### config.mk
export PLATFORM = sky130hd
export DESIGN_NAME = bcd_conv_sched
export DESIGN_NICKNAME = d
export VERILOG_FILES = /design/src/rtl/bcd_conv_sched.sv
export SDC_FILE = /design/constraint.sdc
export NUM_CORES = 1
export LEC_CHECK = 0
export CORE_MARGIN = 3
export CORE_UTILIZATION = 40
export CTS_CLUSTER_DIAMETER = 200
export DETAILED_ROUTE_END_ITERATION = 7
export PLACE_DENSITY = 0.67
export RECOVER_POWER = 50
export REMOVE_ABC_BUFFERS = 1
export SYNTH_ARGS = -nofsm -noshare
export SYNTH_HDL_FRONTEND = slang
export SYNTH_SLANG_ARGS = --single-unit
### constraint.sdc
create_clock -name CLK -period 2.5 [get_ports CLK]
set_input_delay 0.75 -clock CLK [delete_from_list [all_inputs] [get_ports CLK]]
set_output_delay 0.75 -clock CLK [all_outputs]
set_load 0.05 [all_outputs]
### src/rtl/bcd_conv_sched.sv
// Round-robin scheduler sharing one registered divide-by-ten unit among N_REQ requesters;
// hundreds are stripped by repeated subtraction, grant-to-Done is 3+h cycles, Req is ignored while busy.
module bcd_conv_sched #(
  parameter int N_REQ = 4,
  parameter int IDW   = 2
) (
  input  logic               CLK,
  input  logic               RST,
  input  logic [N_REQ-1:0]   Req,
  input  logic [8*N_REQ-1:0] Req_Data,
  output logic [N_REQ-1:0]   Ack,
  output logic               Busy,
  output logic               Done,
  output logic [IDW-1:0]     Done_Id,
  output logic [3:0]         Hun,
  output logic [3:0]         Ten,
  output logic [3:0]         One,
  output logic [7:0]         Div_Number,
  input  logic [3:0]         Div_Ten,
  input  logic [3:0]         Div_One
);

  typedef enum logic [1:0] {
    IDLE    = 2'd0,
    HUND    = 2'd1,
    ISSUE   = 2'd2,
    COLLECT = 2'd3
  } state_t;

  localparam logic [IDW:0]   NREQ_W = (IDW+1)'(N_REQ);
  localparam logic [IDW-1:0] LAST   = IDW'(N_REQ - 1);

  state_t         state;
  state_t         state_nxt;
  logic [7:0]     r_val;
  logic [1:0]     r_hun;
  logic [IDW-1:0] r_id;
  logic [IDW-1:0] ptr;

  logic [7:0]     opnd [N_REQ];
  logic           found;
  logic [IDW-1:0] win_id;
  logic [7:0]     win_dat;
  logic [N_REQ-1:0] ack_nxt;
  logic [IDW-1:0] ptr_nxt;

  logic grant;
  logic sub;
  logic load_div;
  logic collect;

  for (genvar g = 0; g < N_REQ; g++) begin : g_opnd
    assign opnd[g] = Req_Data[8*g +: 8];
  end

  // Scan from the pointer upward; offsets wrap modulo N_REQ so no index >= N_REQ is ever produced.
  always_comb begin
    logic [IDW:0]   sum;
    logic [IDW-1:0] idx;
    found   = 1'b0;
    win_id  = '0;
    win_dat = '0;
    sum     = '0;
    idx     = '0;
    for (int j = 0; j < N_REQ; j++) begin
      sum = {1'b0, ptr} + j[IDW:0];
      if (sum >= NREQ_W) begin
        sum = sum - NREQ_W;
      end
      idx = sum[IDW-1:0];
      if (!found && Req[idx]) begin
        found   = 1'b1;
        win_id  = idx;
        win_dat = opnd[idx];
      end
    end
  end

  always_comb begin
    ack_nxt         = '0;
    ack_nxt[win_id] = 1'b1;
    ptr_nxt         = (win_id == LAST) ? '0 : win_id + 1'b1;
  end

  always_ff @(posedge CLK or negedge RST) begin
    if (!RST) begin
      state <= IDLE;
    end else begin
      state <= state_nxt;
    end
  end

  always_comb begin
    state_nxt = state;
    grant     = 1'b0;
    sub       = 1'b0;
    load_div  = 1'b0;
    collect   = 1'b0;
    case (state)
      IDLE: begin
        if (found) begin
          grant     = 1'b1;
          state_nxt = HUND;
        end
      end
      HUND: begin
        if (r_val >= 8'd100) begin
          sub = 1'b1;
        end else begin
          load_div  = 1'b1;
          state_nxt = ISSUE;
        end
      end
      ISSUE: begin
        state_nxt = COLLECT;
      end
      COLLECT: begin
        collect   = 1'b1;
        state_nxt = IDLE;
      end
      default: begin
        state_nxt = IDLE;
      end
    endcase
  end

  always_ff @(posedge CLK or negedge RST) begin
    if (!RST) begin
      r_val      <= '0;
      r_hun      <= '0;
      r_id       <= '0;
      ptr        <= '0;
      Ack        <= '0;
      Done       <= 1'b0;
      Done_Id    <= '0;
      Hun        <= '0;
      Ten        <= '0;
      One        <= '0;
      Div_Number <= '0;
    end else begin
      Ack  <= '0;
      Done <= 1'b0;
      if (grant) begin
        r_val <= win_dat;
        r_hun <= '0;
        r_id  <= win_id;
        Ack   <= ack_nxt;
        ptr   <= ptr_nxt;
      end
      if (sub) begin
        r_val <= r_val - 8'd100;
        r_hun <= r_hun + 2'd1;
      end
      if (load_div) begin
        Div_Number <= r_val;
      end
      // Divide results are already registered in the shared unit; take them as they stand.
      if (collect) begin
        Hun     <= {2'b00, r_hun};
        Ten     <= Div_Ten;
        One     <= Div_One;
        Done_Id <= r_id;
        Done    <= 1'b1;
      end
    end
  end

  assign Busy = (state != IDLE) || Done;

endmodule

==> impl_metrics.yaml <==
run_status:
  outcome: "finished clean"
timing:
  drv_slew: 0
  finalClockSkew_ns: 0.00553
  final.min_clock_period_ns: 2.36
  worst_slew_pin_slew_ns: 0.826
  setup_violations: 0
  rsz0062_at_grt: "no"
  timing.final.hold_violations: 0
  slew_headroom_pct: 45.0
  post-route-period-util_pct: 94.4
  fmaxAchievable_mhz: 424
  finalWorstSetupSlack_ns: 0.139
cts:
  clock_tree.root_cell: "sky130_fd_sc_hd__clkbuf_8"
  cts.hold.buffers_added: 0
  cts_tree: "done"
  clk_path_buf_depth: 2
  clkTransAtPathRegs_ns: 0.08
  cts_made_buffers: 5
  numClockSinks: 41
  htreeDepth: 2
  clock_insertion_delay_worst_skew_ns: 0.29
drt:
  route.antenna.remaining_nets: 0
  route.detailed.drc: 0
  drt_pre_antenna_iters: 6
  drtIter0Drc: 173
  route.detailed.wl_per_inst_microns: 14.9
  detail_route.wirelength_microns: 7270
  dr_total_vias: 2701
  vias_per_cell: 5.53
logic_synthesis:
  synth-warning-count: 0
  synth_enable_flop_cells: 0
  synth_area_per_cell_sq_um: 9.93
  synth-main-ff-cell: "sky130_fd_sc_hd__dfrtp_1"
  synth_area_leaders: "sky130_fd_sc_hd__dfrtp_1 35%, sky130_fd_sc_hd__mux2_2 9.5%, sky130_fd_sc_hd__mux4_2 6.9%, sky130_fd_sc_hd__mux2i_1 4.8%, sky130_fd_sc_hd__ha_1 4.2%"
  synth.top_cells.by_count: "41 x sky130_fd_sc_hd__dfrtp_1, 32 x sky130_fd_sc_hd__nand2_1, 25 x sky130_fd_sc_hd__mux2_2"
  yosys.area.top_type_share_pct: 34.8
  syn_area_sq_um: 2950
  synth.lib_cells_used.distinct: 61
  synth_top_area_cell: "sky130_fd_sc_hd__dfrtp_1"
  ys_seq_elements: 41
  yosysSeqAreaShare_pct: 34.8
  asyncSetResetFlopFracSynth_pct: 100
  post-synth-top-count-cell: "sky130_fd_sc_hd__dfrtp_1"
  syn-instance-count: 297
final_layout:
  drive_above_1_share_pct: 23.2
  stdcell_count: 488
  diodes: 0
  fill_cells: 635
  num-nets-final: 447
  areaGrowthSynthToFinish_pct: 37.0
critical_path:
  critical_path.startpoint: "Req[1]"
  worst-endpoint-arrival_ns: 2.52
  crit_fanout: 9
  critical_path.max_stage_delay_ns: 0.27
  cp_data_required_time_ns: 2.65
  end_kind: "flip-flop"
  critical_path.reg2reg.startpoint: "r_val[3]"
  crit_path_top_delay_cell: "sky130_fd_sc_hd__dlygate4sd2_1"
  worst_setup_path_start_kind: "primary input"
  cp_cell_sequence: "dlygate4sd2_1 > buf_6 > and4bb_2 > o21ai_1 > and3_1 > buf_4 > o21ai_0 > a22oi_1 > o221ai_1"
  path_class: "primary input to flip-flop"
placed_design:
  dpl_worst_slack_ns: -0.413
  place.gp.congestion: 0.865
  post-place-cells: 478
  buffer_ports.inserted: 71
  place_hpwl_microns: 5740
global_routing:
  global_route_wire_length_before_repair_microns: 11900
  grt_start_max_net_pins: 23
  congestion_overflow_gr: 0
  vias_in_the_first_global_route: 2556
  globalRouteTotalUtil_pct: 17.1
  antenna_found_initial: 0
min_path:
  worst_hold_startpoint: "Div_Number[4]"
  holdCritPathClass: "flip-flop to flip-flop"
floorplan:
  design.core.area_sq_um: 6980
  std_cell_rows: 30
  initial_standard_cell_utilization_of_the_core_pct: 42.2
  die_area_sq_um: 8440
  fp.dieH_microns: 91.9
  chipWidth_microns: 91.9
  top_level_ports: 74
flow_run:
  max_cap_violations: 0
power:
  ir_worst_vdd_mv: 0.530
  cellLeakagePower_nw: 1.73
  power-per-cell-area_nw_per_um2: 1270
==> worst paths after layout <==
check                                end  slack (ns)  depth (start not counted)
setup / recovery                r_val[2]        0.14                          9
hold / removal             Div_Number[4]        0.48                          2
setup reg to reg                r_val[2]        0.25                          8
hold reg to reg            Div_Number[4]        0.48                          2
max in group asynchronous       r_val[7]        0.81                          2
min in group asynchronous  Div_Number[2]        0.51                          1
==> state kept, by name, indices dropped and copies added (netlist names) <==
name        cells
r_hun           2
state           2
Ack             4
ptr             2
One             4
r_id            2
Done            1
Div_Number      8
Done_Id         2
r_val           8
Ten             4
Hun             2
==> timing repair <==
item	CTS	global route
endpoints found under the setup margin	8	14
gates resized for setup	7	4
setup buffers	2	0
pin swaps	1	0
==> power by group <==
| part | switching [mW] | internal [mW] | total (mW) |
|---|---|---|---|
| logic | 1.94 | 1.56 | 3.50 |
| registers | 0.232 | 0.973 | 1.20 |
| clock network | 0.216 | 0.193 | 0.410 |
==> per-layer routing <==
layer | global-route usage, % | part of all wire, % | up-vias
met5 | 0 | 0 | -
met4 | 3.47 | 1.2 | 0
met3 | 2.71 | 5.6 | 12
met2 | 31.0 | 52 | 87
met1 | 21.5 | 41 | 1308
li1 | - | - | 1294
==> cell type report <==
class                      count  area, sq um  share of cell area [%]
clock buffer                   6         72.6                    1.80
clock inverter                 2         10.0                   0.248
inverter                      11         41.3                    1.02
multi-input combinational    223         1790                    44.3
sequential                    41         1030                    25.4
tap                           96          120                    2.97
timing repair buffer         109          982                    24.3
==> critical path, delay by kind of cell <==
kind | cells | cell delay [ns]
buf+inv | 3 | 0.61
compound gates | 4 | 0.66
simple gates | 2 | 0.47
==> cells by family after synthesis <==
logic type	share of synthesized area, %
flops	34.8
compound gates	20.0
buf+inv	6.11
mux	21.2
fa+ha+maj	4.24
simple gates	13.6
other cells	0.127
==> cell usage in the layout (no fill, tap or decap), types with 3 or more instances in the layout <==
cell and instances:
sky130_fd_sc_hd__ha_1 10, sky130_fd_sc_hd__clkbuf_1 4, sky130_fd_sc_hd__and2_1 10, sky130_fd_sc_hd__o221ai_1 3, sky130_fd_sc_hd__nor2_1 14, sky130_fd_sc_hd__a221o_1 3, sky130_fd_sc_hd__mux4_2 9, sky130_fd_sc_hd__o21ai_1 5
sky130_fd_sc_hd__mux2_2 25, sky130_fd_sc_hd__nand2b_1 4, sky130_fd_sc_hd__a31oi_1 4, sky130_fd_sc_hd__buf_4 36, sky130_fd_sc_hd__o211ai_1 3, sky130_fd_sc_hd__nand3_1 3, sky130_fd_sc_hd__inv_1 10, sky130_fd_sc_hd__dlygate4sd2_1 3
sky130_fd_sc_hd__nand2_1 32, sky130_fd_sc_hd__a21oi_1 10, sky130_fd_sc_hd__mux2i_1 14, sky130_fd_sc_hd__a22oi_1 4, sky130_fd_sc_hd__a221oi_1 3, sky130_fd_sc_hd__dfrtp_1 41, sky130_fd_sc_hd__o21ai_0 19, sky130_fd_sc_hd__clkbuf_8 5
sky130_fd_sc_hd__clkdlybuf4s50_1 65
==> through the flow <==
stage / hold slack [ns] / instance area, sq um / TNS (ns) / utilization [%] / total power [mW]
after global placement: 0.460 / 3910 / -3.79 / 56.0 / 4.58
after detailed placement: 0.470 / 3910 / -5.00 / 56.0 / 4.65
after global routing: 0.503 / 4040 / 0 / 57.9 / 5.49
after CTS: 0.357 / 4020 / 0 / 57.6 / 5.11
final: 0.481 / 4040 / 0 / 57.9 / 5.11
after floorplan: 0.441 / 2810 / -1.19 / - / 3.49
(Power assumes the default switching activity.)
